===== src/rtl/axil_cfg_master_pkg.sv =====
`default_nettype none
// ============================================================================
//  Module      : axil_cfg_master_pkg
//  Description : Shared types and constants for the AXI4-Lite config master.
//  Revision    : 1.0 - initial release
// ============================================================================
package axil_cfg_master_pkg;

    typedef enum logic [2:0] {
        ST_IDLE    = 3'd0,
        ST_WR      = 3'd1,
        ST_WR_RESP = 3'd2,
        ST_RD_ADDR = 3'd3,
        ST_RD_DATA = 3'd4,
        ST_DONE    = 3'd5
    } state_t;

    localparam logic [1:0]  c_resp_okay     = 2'b00;
    localparam logic [1:0]  c_resp_slverr   = 2'b10;
    localparam logic [31:0] c_timeout_rdata = 32'hDEAD_DEAD;
    localparam logic [3:0]  c_wstrb_all     = 4'hF;

endpackage : axil_cfg_master_pkg
`default_nettype wire


===== src/rtl/axil_cfg_master.sv =====
`default_nettype none
// ============================================================================
//  Module      : axil_cfg_master
//  Description : Single-outstanding AXI4-Lite master driven by one-cycle
//                register request pulses; completion reported as a one-cycle
//                ack with read data and error flag. Optional hung-slave
//                recovery enabled by defining AXIL_CFG_MASTER_TIMEOUT_EN.
//  Revision    : 1.0 - initial release
// ============================================================================
module axil_cfg_master
    import axil_cfg_master_pkg::*;
#(
    parameter int ADDR_WIDTH     = 64,
    parameter int TIMEOUT_CYCLES = 256
) (
    input  logic                  clk,
    input  logic                  rst_n,
    // Request side
    input  logic                  cfg_wr,
    input  logic                  cfg_rd,
    input  logic [ADDR_WIDTH-1:0] cfg_addr,
    input  logic [31:0]           cfg_wdata,
    output logic                  cfg_busy,
    output logic                  cfg_ack,
    output logic                  cfg_err,
    output logic [31:0]           cfg_rdata,
    // AXI4-Lite write address
    output logic                  awvalid,
    output logic [ADDR_WIDTH-1:0] awaddr,
    input  logic                  awready,
    // AXI4-Lite write data
    output logic                  wvalid,
    output logic [31:0]           wdata,
    output logic [3:0]            wstrb,
    input  logic                  wready,
    // AXI4-Lite write response
    input  logic                  bvalid,
    input  logic [1:0]            bresp,
    output logic                  bready,
    // AXI4-Lite read address
    output logic                  arvalid,
    output logic [ADDR_WIDTH-1:0] araddr,
    input  logic                  arready,
    // AXI4-Lite read data
    input  logic                  rvalid,
    input  logic [31:0]           rdata,
    input  logic [1:0]            rresp,
    output logic                  rready
);

    if (TIMEOUT_CYCLES < 2) begin : g_timeout_check
        $error("axil_cfg_master: TIMEOUT_CYCLES must be at least 2");
    end

    state_t                r_state;
    logic                  r_busy;
    logic                  r_ack;
    logic                  r_err;
    logic [31:0]           r_rdata;
    logic                  r_awvalid;
    logic [ADDR_WIDTH-1:0] r_awaddr;
    logic                  r_wvalid;
    logic [31:0]           r_wdata;
    logic                  r_bready;
    logic                  r_arvalid;
    logic [ADDR_WIDTH-1:0] r_araddr;
    logic                  r_rready;

    logic w_aw_done;
    logic w_w_done;
    logic w_timeout;

    // A channel counts as done once its valid has dropped or it handshakes now.
    assign w_aw_done = !r_awvalid || awready;
    assign w_w_done  = !r_wvalid  || wready;

`ifdef AXIL_CFG_MASTER_TIMEOUT_EN
    localparam int c_tmo_w = $clog2(TIMEOUT_CYCLES);
    localparam logic [c_tmo_w-1:0] c_tmo_last = c_tmo_w'(TIMEOUT_CYCLES - 1);

    logic [c_tmo_w-1:0] r_tmo_cnt;
    logic               w_active;

    assign w_active  = (r_state != ST_IDLE) && (r_state != ST_DONE);
    assign w_timeout = w_active && (r_tmo_cnt == c_tmo_last);

    // Held at zero in IDLE/DONE so the first bus cycle of every transaction starts at 0.
    always_ff @(posedge clk or negedge rst_n) begin
        if (!rst_n) begin
            r_tmo_cnt <= '0;
        end else if (!w_active) begin
            r_tmo_cnt <= '0;
        end else begin
            r_tmo_cnt <= r_tmo_cnt + 1'b1;
        end
    end
`else
    assign w_timeout = 1'b0;
`endif

    always_ff @(posedge clk or negedge rst_n) begin
        if (!rst_n) begin
            r_state   <= ST_IDLE;
            r_busy    <= 1'b0;
            r_ack     <= 1'b0;
            r_err     <= 1'b0;
            r_rdata   <= '0;
            r_awvalid <= 1'b0;
            r_awaddr  <= '0;
            r_wvalid  <= 1'b0;
            r_wdata   <= '0;
            r_bready  <= 1'b0;
            r_arvalid <= 1'b0;
            r_araddr  <= '0;
            r_rready  <= 1'b0;
        end else begin
            r_ack <= 1'b0;
            r_err <= 1'b0;
            if (w_timeout) begin
                r_awvalid <= 1'b0;
                r_wvalid  <= 1'b0;
                r_bready  <= 1'b0;
                r_arvalid <= 1'b0;
                r_rready  <= 1'b0;
                r_rdata   <= c_timeout_rdata;
                r_err     <= 1'b1;
                r_ack     <= 1'b1;
                r_state   <= ST_DONE;
            end else begin
                case (r_state)
                    // DONE also accepts a new request so back-to-back traffic loses no cycle.
                    ST_IDLE, ST_DONE: begin
                        if (cfg_wr && cfg_rd) begin
                            r_err   <= 1'b1;
                            r_ack   <= 1'b1;
                            r_busy  <= 1'b1;
                            r_state <= ST_DONE;
                        end else if (cfg_wr) begin
                            r_awaddr  <= cfg_addr;
                            r_wdata   <= cfg_wdata;
                            r_awvalid <= 1'b1;
                            r_wvalid  <= 1'b1;
                            r_busy    <= 1'b1;
                            r_state   <= ST_WR;
                        end else if (cfg_rd) begin
                            r_araddr  <= cfg_addr;
                            r_arvalid <= 1'b1;
                            r_busy    <= 1'b1;
                            r_state   <= ST_RD_ADDR;
                        end else begin
                            r_busy  <= 1'b0;
                            r_state <= ST_IDLE;
                        end
                    end
                    ST_WR: begin
                        if (r_awvalid && awready) begin
                            r_awvalid <= 1'b0;
                        end
                        if (r_wvalid && wready) begin
                            r_wvalid <= 1'b0;
                        end
                        if (w_aw_done && w_w_done) begin
                            r_bready <= 1'b1;
                            r_state  <= ST_WR_RESP;
                        end
                    end
                    ST_WR_RESP: begin
                        if (bvalid) begin
                            r_bready <= 1'b0;
                            r_err    <= (bresp != c_resp_okay);
                            r_ack    <= 1'b1;
                            r_state  <= ST_DONE;
                        end
                    end
                    ST_RD_ADDR: begin
                        if (arready) begin
                            r_arvalid <= 1'b0;
                            r_rready  <= 1'b1;
                            r_state   <= ST_RD_DATA;
                        end
                    end
                    ST_RD_DATA: begin
                        if (rvalid) begin
                            r_rready <= 1'b0;
                            r_rdata  <= rdata;
                            r_err    <= (rresp != c_resp_okay);
                            r_ack    <= 1'b1;
                            r_state  <= ST_DONE;
                        end
                    end
                    default: begin
                        r_busy  <= 1'b0;
                        r_state <= ST_IDLE;
                    end
                endcase
            end
        end
    end

    assign cfg_busy  = r_busy;
    assign cfg_ack   = r_ack;
    assign cfg_err   = r_err;
    assign cfg_rdata = r_rdata;
    assign awvalid   = r_awvalid;
    assign awaddr    = r_awaddr;
    assign wvalid    = r_wvalid;
    assign wdata     = r_wdata;
    assign wstrb     = c_wstrb_all;
    assign bready    = r_bready;
    assign arvalid   = r_arvalid;
    assign araddr    = r_araddr;
    assign rready    = r_rready;

endmodule : axil_cfg_master
`default_nettype wire


===== config.mk =====
export PLATFORM = sky130hd
export DESIGN_NAME = axil_cfg_master
export DESIGN_NICKNAME = d
export VERILOG_FILES = /design/src/rtl/axil_cfg_master_pkg.sv /design/src/rtl/axil_cfg_master.sv
export SDC_FILE = /design/constraint.sdc
export NUM_CORES = 1
export LEC_CHECK = 0
export BUFFER_PORTS_ARGS = -buffer_cell sky130_fd_sc_hd__buf_2
export CORE_MARGIN = 2
export CORE_UTILIZATION = 40
export CTS_CLUSTER_SIZE = 10
export DETAILED_ROUTE_END_ITERATION = 8
export GPL_ROUTABILITY_DRIVEN = 0
export PLACE_DENSITY = 0.79
export SKIP_CTS_REPAIR_TIMING = 1
export SLEW_MARGIN = 5
export SYNTH_ARGS = -nofsm -noshare
export SYNTH_HDL_FRONTEND = slang
export SYNTH_SLANG_ARGS = --single-unit

===== constraint.sdc =====
create_clock -name clk -period 3.95 [get_ports clk]
set_input_delay 0.9875 -clock clk [delete_from_list [all_inputs] [get_ports clk]]
set_output_delay 0.9875 -clock clk [all_outputs]
set_load 0.02 [all_outputs]

==> reports/metrics.csv <==
metric,value,unit
Post-layout nets,971,
drt pass-1 iters,4,
YS warnings,0,
RSZ-0062 raised after global routing,no,
post-DP HPWL,12.7,mm
initial antenna violation count,0,
Yosys cell types,36,
row count,51,
setup TNS,0,ps
via/cell ratio,4.75,
critical path's top delay family,flip-flops,
PD cells,942,nW/µm²
Post-DRT Antenna Nets,0,
Peak Freq,0.391,GHz
Final Setup Violations,0,
Starting Density,0.404,
clock sinks,203,
layout cells sized above 1,0.667,
Post-synth EDFFs,0,
synth top area cells,"dfrtp_1 (65%), mux2_2 (25%), mux2_1 (2.6%)",
"FFs w/ async S/R, synth",1.00,
minimum clock period,2560,ps
post-synthesis xor/xnor area fraction,0.00112,
mux share of post-synthesis cell area,0.280,
post-synth top area cell,dfrtp_1,
clock tree buffer depth,3,
Internal,0.00611,W
root buffer cell,clkbuf_16,
final hold vios,0,
Die Y-Extent,144,µm
Tcrit/Tclk final,0.647,
first-pass GRT wire length,26.5,mm
Die ar.,20600,µm²
Worst Skew,6.06,ps
Worst VDD drop,0.000515,V
Worst Path Arrival,2940,ps
Final Power,0.00984,W
worst-margin pin slew,821,ps
DRC,0,
fill count,1629,
diode count,0,
GRT Resource Usage Total,0.159,
Crit. End Element,register,
register area share after synthesis,0.651,
dpl ws,1240,ps
Switch Pwr,0.00374,W
Clk pwr share,0.192,
Bufs and invs on worst path,1,
Hold Crit Class,primary input to async pin,
multi-input logic area,2580,µm²
H-tree Lvls,1,
CTS tree,done,
Mapped Avg Cell Area,16.2,µm²
Hold WS,400,ps
Total Wirelength,17.4,mm
predominant post-synthesis flop cell,dfrtp_1,
adder-cell share of the synthesized area,0,
Reg power frac,0.377,
Mapped Area,7800,µm²
total grt overflow,0,
post-synthesis compound-gate area fraction,0.0199,
Pins Over Slew Limit,0,
routed vias,5212,
# IOs,345,
relative max-transition margin,0.453,
outcome,completed,
average routed wire per standard cell,15.9,µm
slowest CP cell,dfrtp_1,
#FFs+latches synth,203,
Leakage,5.08,nW
clock latency at the later pin of the worst-skew pair,490,ps
CP Class,register to register,
"slowest stage delay, CP",720,ps
Core Box Area,19300,µm²
port bufs,340,
final setup margin,1390,ps
maxcap violations,0,
Sw Share,0.380,
chip width,144,µm
pin count of the biggest net entering global routing,111,
number of DRC markers in iteration 0,177,
Worst Path Max Fanout,62,
Synth Area in Simple Gates,0.0255,
vias in the first global route,5355,
combinational family with the most area after synthesis,multiplexers,
Cells after Synth,482,
CP required,4330,ps
TritonCTS Buffers,24,
Layout area overhead,33.9,%
clock slew at reported path FFs,50,ps
worst path cell trace,xor2_1 > nor4b_4 > buf_4 > mux2_2,
Reg area,5080,µm²
CP Launch Type,register,
combinational fraction of design power,0.430,
Synth top area share,0.651,
==> worst paths after layout <==
| path | start | to | slack (ps) | cells past startpoint |
|---|---|---|---|---|
| worst max-delay path | r_state[0]$_DFFE_PN0P_ | awaddr[44]$_DFFE_PN0P_ | 1390 | 4 |
| worst min-delay path | rst_n | araddr[22]$_DFFE_PN0P_ | 400 | 1 |
| worst max register to register | r_state[0]$_DFFE_PN0P_ | awaddr[44]$_DFFE_PN0P_ | 1390 | 4 |
| worst min register to register | awaddr[12]$_DFFE_PN0P_ | awaddr[12]$_DFFE_PN0P_ | 480 | 1 |
| max in group asynchronous | rst_n | wdata[2]$_DFFE_PN0P_ | 2660 | 2 |
| min in group clk | awaddr[12]$_DFFE_PN0P_ | awaddr[12]$_DFFE_PN0P_ | 480 | 1 |
==> per-layer routing <==
layer,part of all wire,wire length [µm],track usage
met1,0.39,6740,0.183
met3,0.087,1520,0.0510
met4,0.022,386,0.0521
met5,0,0,0
met2,0.50,8780,0.279
==> power groups by stage <==
stage               registers [W]  logic (W)  clock network, W
floorplan                 0.00498    0.00151                 0
global placement          0.00369    0.00421                 0
detailed placement        0.00374    0.00429                 0
CTS                       0.00372    0.00429           0.00196
global route              0.00386    0.00453           0.00205
finish                    0.00371    0.00424           0.00189
==> cell usage after synthesis, types with 2 or more instances <==
cell and count:
nor4bb_1 2, dfrtp_1 203, mux2_2 175, buf_2 14, mux2_1 18, nor2_1 2, o21ai_0 6, o311ai_0 2
buf_4 11, nand2_1 6, a21o_1 4, clkbuf_1 4, nand2b_1 2, nand3_1 2, nor2b_1 7, o211ai_1 2
a21oi_1 3
==> final cells by class <==
cell class,count,share of cell area
sequential,203,0.486
inverter,1,0.000359
tap,265,0.0317
timing repair buffer,349,0.171
clock inverter,1,0.000479
clock buffer,27,0.0625
multi-input combinational,251,0.247
==> flip-flops by register name, indices dropped and copies added, names as in the netlist <==
| signal | count |
|---|---|
| bready | 1 |
| r_state | 3 |
| wvalid | 1 |
| awaddr | 64 |
| cfg_ack | 1 |
| cfg_busy | 1 |
| araddr | 64 |
| arvalid | 1 |
| wdata | 32 |
| cfg_err | 1 |
| cfg_rdata | 32 |
| awvalid | 1 |
| rready | 1 |
==> per-stage QoR <==
step / std cells / util / cell area, µm²
detailed placement: 1069 / 0.506 / 9790
CTS: 1097 / 0.540 / 10400
global placement: 1069 / 0.506 / 9790
finish: 1097 / 0.540 / 10400
floorplan: 485 / - / 7820
global route: 1097 / 0.540 / 10400
==> logic make-up after synthesis <==
group | Yosys count
xor gates and xnor gates | 1
buffers and inverters | 31
muxes | 194
DFF | 203
and+or+nand+nor | 29
other | 1
AOI/OAI and AO/OA | 23
==> layout by cell type, fill, tap and decap left out, types with 2 or more instances in the layout <==
master       n
a21o_1       4
a21oi_1      3
buf_2      339
buf_4        8
clkbuf_16   25
clkbuf_8     3
conb_1       4
dfrtp_1    203
mux2_1      18
mux2_2     175
nand2_1      6
nand2b_1     2
nand3_1      2
nor2_1       2
nor2b_1      7
nor4b_4      2
o211ai_1     2
o21ai_0      6
o311ai_0     2
Power figures use the tool's default switching activity.
